$ cat src/rtl/pq_pkg.sv
// Shared types and helpers for the pq_buffer controller.
package pq_pkg;

    typedef enum logic [1:0] {
        M_IDLE,
        M_CLR,
        M_RUN
    } main_e;

    typedef enum logic [1:0] {
        D_IDLE,
        D_RD,
        D_CAP,
        D_OUT
    } drain_e;

    function automatic int unsigned depth_of(int unsigned aw);
        return 32'd1 << aw;
    endfunction

    // Unsigned add clamped to 2**w-1.
    function automatic logic [31:0] sat_add(
        logic [31:0] a,
        logic [31:0] b,
        int unsigned w
    );
        logic [32:0] s;
        logic [32:0] m;
        s = {1'b0, a} + {1'b0, b};
        m = (33'd1 << w) - 33'd1;
        return (s > m) ? m[31:0] : s[31:0];
    endfunction

endpackage

$ cat src/rtl/pq_buffer_ctrl_drain.sv
// Drain engine: walks the retired bank on port 2, streams each entry
// out on valid/ready and zeroes it once accepted.
module pq_drain
    import pq_pkg::*;
#(
    parameter int DATA_WIDTH = 8,
    parameter int ADDR_WIDTH = 4
) (
    input  logic                  clk_i,
    input  logic                  rst_i,
    input  logic                  abort_i,
    input  logic                  start_i,
    input  logic                  out_ready_i,
    input  logic [DATA_WIDTH-1:0] dout2_i,
    output logic                  out_valid_o,
    output logic [ADDR_WIDTH-1:0] out_addr_o,
    output logic [DATA_WIDTH-1:0] out_data_o,
    output logic                  rd_en2_o,
    output logic [ADDR_WIDTH-1:0] rd_addr2_o,
    output logic                  wr_en2_o,
    output logic [ADDR_WIDTH-1:0] wr_addr2_o,
    output logic [DATA_WIDTH-1:0] din2_o,
    output logic                  idle_o
);

    localparam int DEPTH = int'(depth_of(ADDR_WIDTH));
    localparam logic [ADDR_WIDTH-1:0] LAST = ADDR_WIDTH'(DEPTH - 1);

    drain_e                st_q, st_d;
    logic [ADDR_WIDTH-1:0] cnt_q, cnt_d;
    logic [DATA_WIDTH-1:0] data_q, data_d;
    logic                  wr;

    always_ff @(posedge clk_i) begin
        if (rst_i) begin
            st_q   <= D_IDLE;
            cnt_q  <= '0;
            data_q <= '0;
        end else begin
            st_q   <= st_d;
            cnt_q  <= cnt_d;
            data_q <= data_d;
        end
    end

    always_comb begin
        st_d   = st_q;
        cnt_d  = cnt_q;
        data_d = data_q;
        wr     = 1'b0;
        unique case (st_q)
            D_IDLE: if (start_i) st_d = D_RD;
            D_RD:   st_d = D_CAP;
            D_CAP: begin
                data_d = dout2_i;
                st_d   = D_OUT;
            end
            D_OUT: begin
                if (out_ready_i) begin
                    wr = 1'b1;
                    if (cnt_q == LAST) begin
                        cnt_d = '0;
                        st_d  = D_IDLE;
                    end else begin
                        cnt_d = cnt_q + 1'b1;
                        st_d  = D_RD;
                    end
                end
            end
            default: st_d = D_IDLE;
        endcase
        if (abort_i) begin
            st_d  = D_IDLE;
            cnt_d = '0;
        end
    end

    assign out_valid_o = (st_q == D_OUT);
    assign out_addr_o  = cnt_q;
    assign out_data_o  = data_q;
    assign rd_en2_o    = (st_q == D_RD);
    assign rd_addr2_o  = cnt_q;
    assign wr_en2_o    = wr;
    assign wr_addr2_o  = cnt_q;
    assign din2_o      = '0;
    assign idle_o      = (st_q == D_IDLE);

endmodule

$ cat src/rtl/pq_buffer_ctrl.sv
// Ping-pong accumulation controller: RMW on port 1, tick-driven
// bank swap, drain of the retired bank on port 2.
module pq_buffer_ctrl
    import pq_pkg::*;
#(
    parameter int DATA_WIDTH = 8,
    parameter int ADDR_WIDTH = 4
) (
    input  logic                  clk_i,
    input  logic                  rst_i,
    input  logic                  init_i,
    input  logic                  tick_i,
    input  logic                  acc_valid_i,
    output logic                  acc_ready_o,
    input  logic [ADDR_WIDTH-1:0] acc_addr_i,
    input  logic [DATA_WIDTH-1:0] acc_data_i,
    output logic                  out_valid_o,
    input  logic                  out_ready_i,
    output logic [ADDR_WIDTH-1:0] out_addr_o,
    output logic [DATA_WIDTH-1:0] out_data_o,
    output logic                  busy_o,
    output logic                  tick_err_o,
    output logic                  ctrl_o,
    output logic                  clear_o,
    output logic                  rd_en1_o,
    output logic                  rd_en2_o,
    output logic                  wr_en1_o,
    output logic                  wr_en2_o,
    output logic [ADDR_WIDTH-1:0] rd_addr1_o,
    output logic [ADDR_WIDTH-1:0] rd_addr2_o,
    output logic [ADDR_WIDTH-1:0] wr_addr1_o,
    output logic [ADDR_WIDTH-1:0] wr_addr2_o,
    output logic [DATA_WIDTH-1:0] din1_o,
    output logic [DATA_WIDTH-1:0] din2_o,
    input  logic [DATA_WIDTH-1:0] dout1_i,
    input  logic [DATA_WIDTH-1:0] dout2_i
);

    localparam int DEPTH = int'(depth_of(ADDR_WIDTH));
    localparam logic [ADDR_WIDTH-1:0] LAST = ADDR_WIDTH'(DEPTH - 1);

    main_e                 m_q, m_d;
    logic [ADDR_WIDTH-1:0] clr_q, clr_d;
    logic [ADDR_WIDTH-1:0] addr_q, addr_d;
    logic [DATA_WIDTH-1:0] data_q, data_d;
    logic                  ph2_q, ph2_d;
    logic                  pend_q, pend_d;
    logic                  ctrl_q, ctrl_d;
    logic                  err_q, err_d;
    logic                  swap;
    logic                  acc_fire;
    logic                  drain_idle;

    always_ff @(posedge clk_i) begin
        if (rst_i) begin
            m_q    <= M_IDLE;
            clr_q  <= '0;
            addr_q <= '0;
            data_q <= '0;
            ph2_q  <= 1'b0;
            pend_q <= 1'b0;
            ctrl_q <= 1'b0;
            err_q  <= 1'b0;
        end else begin
            m_q    <= m_d;
            clr_q  <= clr_d;
            addr_q <= addr_d;
            data_q <= data_d;
            ph2_q  <= ph2_d;
            pend_q <= pend_d;
            ctrl_q <= ctrl_d;
            err_q  <= err_d;
        end
    end

    assign acc_ready_o = (m_q == M_RUN) && !ph2_q && !pend_q;
    assign acc_fire    = acc_valid_i && acc_ready_o;

    always_comb begin
        m_d    = m_q;
        clr_d  = clr_q;
        addr_d = addr_q;
        data_d = data_q;
        ph2_d  = 1'b0;
        pend_d = pend_q;
        err_d  = err_q;
        swap   = 1'b0;
        unique case (m_q)
            M_IDLE: ;
            M_CLR: begin
                clr_d = clr_q + 1'b1;
                if (clr_q == LAST) begin
                    clr_d = '0;
                    m_d   = M_RUN;
                end
                if (tick_i) err_d = 1'b1;
            end
            M_RUN: begin
                ph2_d = acc_fire;
                if (acc_fire) begin
                    addr_d = acc_addr_i;
                    data_d = acc_data_i;
                end
                if (pend_q && !ph2_q) begin
                    swap   = 1'b1;
                    pend_d = 1'b0;
                end
                // A swap must never split a read from its write-back.
                if (tick_i) begin
                    if (!drain_idle || pend_q) err_d = 1'b1;
                    else if (ph2_q || acc_fire) pend_d = 1'b1;
                    else swap = 1'b1;
                end
            end
            default: m_d = M_IDLE;
        endcase
        if (init_i) begin
            m_d    = M_CLR;
            clr_d  = '0;
            ph2_d  = 1'b0;
            pend_d = 1'b0;
            err_d  = 1'b0;
            swap   = 1'b0;
        end
        ctrl_d = swap ? !ctrl_q : ctrl_q;
    end

    assign ctrl_o     = ctrl_q;
    assign clear_o    = (m_q == M_CLR);
    assign tick_err_o = err_q;
    assign busy_o     = clear_o || !drain_idle;
    assign rd_en1_o   = acc_fire;
    assign rd_addr1_o = acc_fire ? acc_addr_i : '0;
    assign wr_en1_o   = ph2_q;
    assign wr_addr1_o = clear_o ? clr_q : (ph2_q ? addr_q : '0);
    assign din1_o     = ph2_q
        ? DATA_WIDTH'(sat_add(32'(dout1_i), 32'(data_q), DATA_WIDTH))
        : '0;

    pq_drain #(
        .DATA_WIDTH(DATA_WIDTH),
        .ADDR_WIDTH(ADDR_WIDTH)
    ) u_drain (
        .clk_i      (clk_i),
        .rst_i      (rst_i),
        .abort_i    (init_i),
        .start_i    (swap),
        .out_ready_i(out_ready_i),
        .dout2_i    (dout2_i),
        .out_valid_o(out_valid_o),
        .out_addr_o (out_addr_o),
        .out_data_o (out_data_o),
        .rd_en2_o   (rd_en2_o),
        .rd_addr2_o (rd_addr2_o),
        .wr_en2_o   (wr_en2_o),
        .wr_addr2_o (wr_addr2_o),
        .din2_o     (din2_o),
        .idle_o     (drain_idle)
    );

endmodule

$ cat config.mk
export PLATFORM = sky130hd
export DESIGN_NAME = pq_buffer_ctrl
export DESIGN_NICKNAME = d
export VERILOG_FILES = /design/src/rtl/pq_pkg.sv /design/src/rtl/pq_buffer_ctrl_drain.sv /design/src/rtl/pq_buffer_ctrl.sv
export SDC_FILE = /design/constraint.sdc
export NUM_CORES = 1
export LEC_CHECK = 0
export ABC_CLOCK_PERIOD_IN_PS = 1800
export CORE_AREA = 2 2 77 79
export DETAILED_ROUTE_END_ITERATION = 16
export DIE_AREA = 0 0 79 81
export HOLD_SLACK_MARGIN = 0.02
export PLACE_DENSITY = 0.72
export SLEW_MARGIN = 20
export SYNTH_ARGS = -nofsm -noshare
export SYNTH_HDL_FRONTEND = slang
export SYNTH_HIERARCHICAL = 1
export SYNTH_SLANG_ARGS = --single-unit
$ cat constraint.sdc
create_clock -name clk_i -period 1.8 [get_ports clk_i]
set_input_delay 0.18 -clock clk_i [delete_from_list [all_inputs] [get_ports clk_i]]
set_output_delay 0.18 -clock clk_i [all_outputs]
set_load 0.005 [all_outputs]
==> results of run 1 <==
## cell families (layout without fill, tap and decap cells)
logic type	count (synthesis)	count (layout)	share of synthesized area, %
DFF	36	36	34.5
muxes	8	8	3.84
adders and majority gates	15	15	9.35
AOI/OAI and AO/OA	57	57	18.0
xor gates and xnor gates	8	8	3.36
and+or+nand+nor	93	93	20.4
other	1	8	0.180
buffers and inverters	40	146	10.4
## cell usage after synthesis, drive strengths merged (3+ instances only)
cell / n
nand2: 44
dfxtp: 36
a21oi: 28
buf: 21
nor2: 18
inv: 15
ha: 14
mux2i: 8
nand3: 8
o21a: 7
nand2b: 6
o21ai: 6
xnor2: 6
a211oi: 4
clkbuf: 4
nor2b: 4
nor3: 4
a31oi: 3
or2: 3
## cells in the final DEF (no fill, tap or decap), types with 5 or more instances in the layout
master / Yosys / layout
o21ai_0: 5 / 5
buf_6: 0 / 7
clkbuf_8: 0 / 6
mux2i_1: 8 / 8
xnor2_1: 6 / 6
nand2_1: 44 / 40
nand3_1: 8 / 8
ha_1: 14 / 8
clkdlybuf4s50_1: 0 / 59
buf_2: 5 / 10
conb_1: 1 / 8
a21oi_1: 28 / 26
dfxtp_1: 36 / 31
nor2_1: 18 / 17
buf_4: 16 / 38
inv_1: 14 / 11
o21a_1: 7 / 7
## flip-flops by register name (all words and copies together) (netlist names)
register	flops
pend_q	1
wr_en1_o	1
clr_q	4
u_drain/out_data_o	8
addr_q	4
ctrl_o	1
u_drain/st_q	2
data_q	8
tick_err_o	1
u_drain/out_addr_o	4
m_q	2
## worst reg2reg max path, delay by kind of cell, from the launching register on
| family | cells | cell delay [ns] |
|---|---|---|
| AND/OR/NAND/NOR | 2 | 0.47 |
| AO/OA/AOI/OAI | 3 | 0.37 |
| flip-flops | 1 | 0.34 |
| adder cells (fa/ha/maj) | 1 | 0.23 |
| buffers and inverters | 1 | 0.10 |
## cell type report
class	instances	area (um2)
clock inverters	2	10.0
inverters	15	61.3
fillers	519	2290
clock buffers	6	82.6
multi-input cells	189	1310
repair buffers	123	1100
well taps	75	93.8
flip-flops and latches	36	729
## per-stage QoR
stage	instance area (um2)	hold slack, ns	power (mW)	std cells
after floorplan	2140	0.249	0.892	265
after global placement	3090	0.447	0.991	423
after detailed placement	3090	0.448	0.993	423
after CTS	3330	0.426	1.60	443
after global routing	3390	0.457	1.66	446
final	3390	0.434	1.58	446
## power groups by stage
| stage | clock [mW] | combinational (mW) | sequential (mW) |
|---|---|---|---|
| after detailed placement | 0 | 0.172 | 0.821 |
| after global placement | 0 | 0.170 | 0.820 |
| after floorplan | 0 | 0.0718 | 0.820 |
| after global routing | 0.655 | 0.200 | 0.802 |
| final | 0.591 | 0.184 | 0.802 |
| after CTS | 0.613 | 0.181 | 0.803 |
## timing repair
action	in CTS	in global routing
setup endpoints to repair	18	20
setup buffers	13	3
cloned	0	0
gates resized for setup	68	19
pin swaps	16	5
endpoints found under the hold margin	0	0
## final timing paths
| check | startpoint | to | slack [ns] |
|---|---|---|---|
| max | data_q[0] | din1_o[6] | -0.42 |
| min | acc_data_i[5] | data_q[5] | 0.43 |
| min reg2reg | addr_q[3] | addr_q[3] | 0.46 |
| max reg2reg | u_drain/st_q[1] | u_drain/st_q[0] | 0.20 |
## layer usage
layer  up-vias  GRT usage [%]  wire (um)
li1       1071              -          -
met1       961           20.1       2350
met2        54           29.7       2710
met3         4           5.78        334
met4         0           4.14         34
met5         -              0          0
==> metrics.csv, run 1 <==
stage,metric,value,unit
run_status,status,"complete, but fails checks",
run_status,failing checks,setup timing,
routing,DRC errors left,0,
logic_synthesis,"Avg Cell Area, Syn",8.09,um2
critical_path,cell family with most CP delay,adder cells,
critical_path,Critical Path End Type,output port,
logic_synthesis,Post-synth top flop,dfxtp_1,
critical_path,Crit path arrival time,2.04,ns
flow_run,# Max-Cap Violations,0,
placement,DP Worst Slack,-0.987,ns
critical_path,crit path buf inv count,3,
placement,IO buf count,79,
logic_synthesis,"Seq/Total Area, Yosys",34.5,%
critical_path,max incr delay on CP,0.34,ns
timing,RSZ-0062 raised after global routing,true,
layout,share of cells above drive strength 1,26.7,%
critical_path,WP depth,10,
global_route,vias in the first global route,1949,
pwr,NetSw,0.362,mW
critical_path,CP required,1.62,ns
die,Die Height,81,um
logic_synthesis,ys async rst share,0,%
die,initial core utilization,36.8,%
routing,Total Routed Length,5440,um
routing,via count,2090,
clocking,CTS Buffer Depth,2,
global_route,first-pass GRT wire length,8590,um
timing,final max-slew violation count,0,
clocking,Clock Latency Late Sink,0.29,ns
timing,final setup TNS,-3.21,ns
clocking,htree depth,2,
global_route,initial antenna violation count,0,
pwr,Internal Power,1.21,mW
logic_synthesis,Yosys warning count,6,
die,number of cell rows,28,
layout,antenna diode count,0,
logic_synthesis,Syn Inst Count,258,
logic_synthesis,number of synthesized flops with an enable pin,0,
routing,WL per Instance,12.2,um
layout,Final Net Count,419,
routing,DRT iter0 DRCs,73,
clocking,CTS tree,built,
clocking,clock sink count,36,
die,die area,6400,um2
global_route,GRT Util Overall,17.0,%
pwr,clock share of power,37.5,%
timing,fin worst setup slack,-0.420,ns
timing,Clock Skews,0.00210,ns
pwr,Gate power share,11.7,%
critical_path,Slowest cell on crit path,dfxtp_2,
pwr,Switching Share,23.0,%
logic_synthesis,dominant cells by area after synthesis,"dfxtp_1, ha_1, nand2_1, a21oi_1, buf_4",
pwr,peak supply drop,0.412,mV
timing,final period utilization,123,%
critical_path,CP Class,reg -> out,
critical_path,r2r worst-path depth,7,
placement,DP Wirelength,3950,um
die,I/O pins,88,
routing,vias per inst,4.69,
timing,Period minus WS final,2.22,ns
clocking,Root Buffer,clkbuf_8,
layout,Layout Utilization,59.7,%
clocking,"Hold-fix buffers, CTS",0,
logic_synthesis,Synth Cell Area,2090,um2
placement,RePlAce Congestion,0.779,
logic_synthesis,Yosys top cell by area,dfxtp_1,
clocking,Worst-path clk slew,0.07,ns
critical_path,crit-path max FO,3,
logic_synthesis,synth unique cells,42,
logic_synthesis,Seq cells post-synth,36,
timing,Setup Viol. Count Final,8,
pwr,static leakage,1.49,nW
timing,fmax,0.450,GHz
global_route,largest net degree at the start of global routing,23,
worst_hold_path,worst min path class,in -> reg,
logic_synthesis,Synth top area share,34.5,%
die,chip width,79,um
routing,TritonRoute pass-1 iters,4,
global_route,GRT overflow,0,
worst_hold_path,hold path depth,3,
timing,final hold violations,0,
pwr,Pwr Density,465,nW/um2
clocking,TritonCTS buffer count,5,
critical_path,crit path cell chain,"ha_4, inv_2, fa_2, nand2b_4, a21oi_2, nor2b_4, a211o_4, buf_6, o21a_1, buf_2",
pwr,sequential share of power,50.9,%
layout,Synth-to-Final Area Change,62.4,%
critical_path,Setup crit start kind,flip-flop,
die,Core Region,5680,um2
routing,post-route ant nets,0,
Power figures use the tool's default switching activity.
==> run 2: changes to the inputs <==
CAP_MARGIN = 5   (was unset)
GPL_TIMING_DRIVEN = 1   (was unset)
==> results of run 2 <==
Final layout, timing and power as in run 1 (identical DEF).
==> run 3: changes to the inputs <==
GPL_ROUTABILITY_DRIVEN = 0   (was unset)
==> results of run 3 <==
Final layout, timing and power as in run 1 (identical DEF).
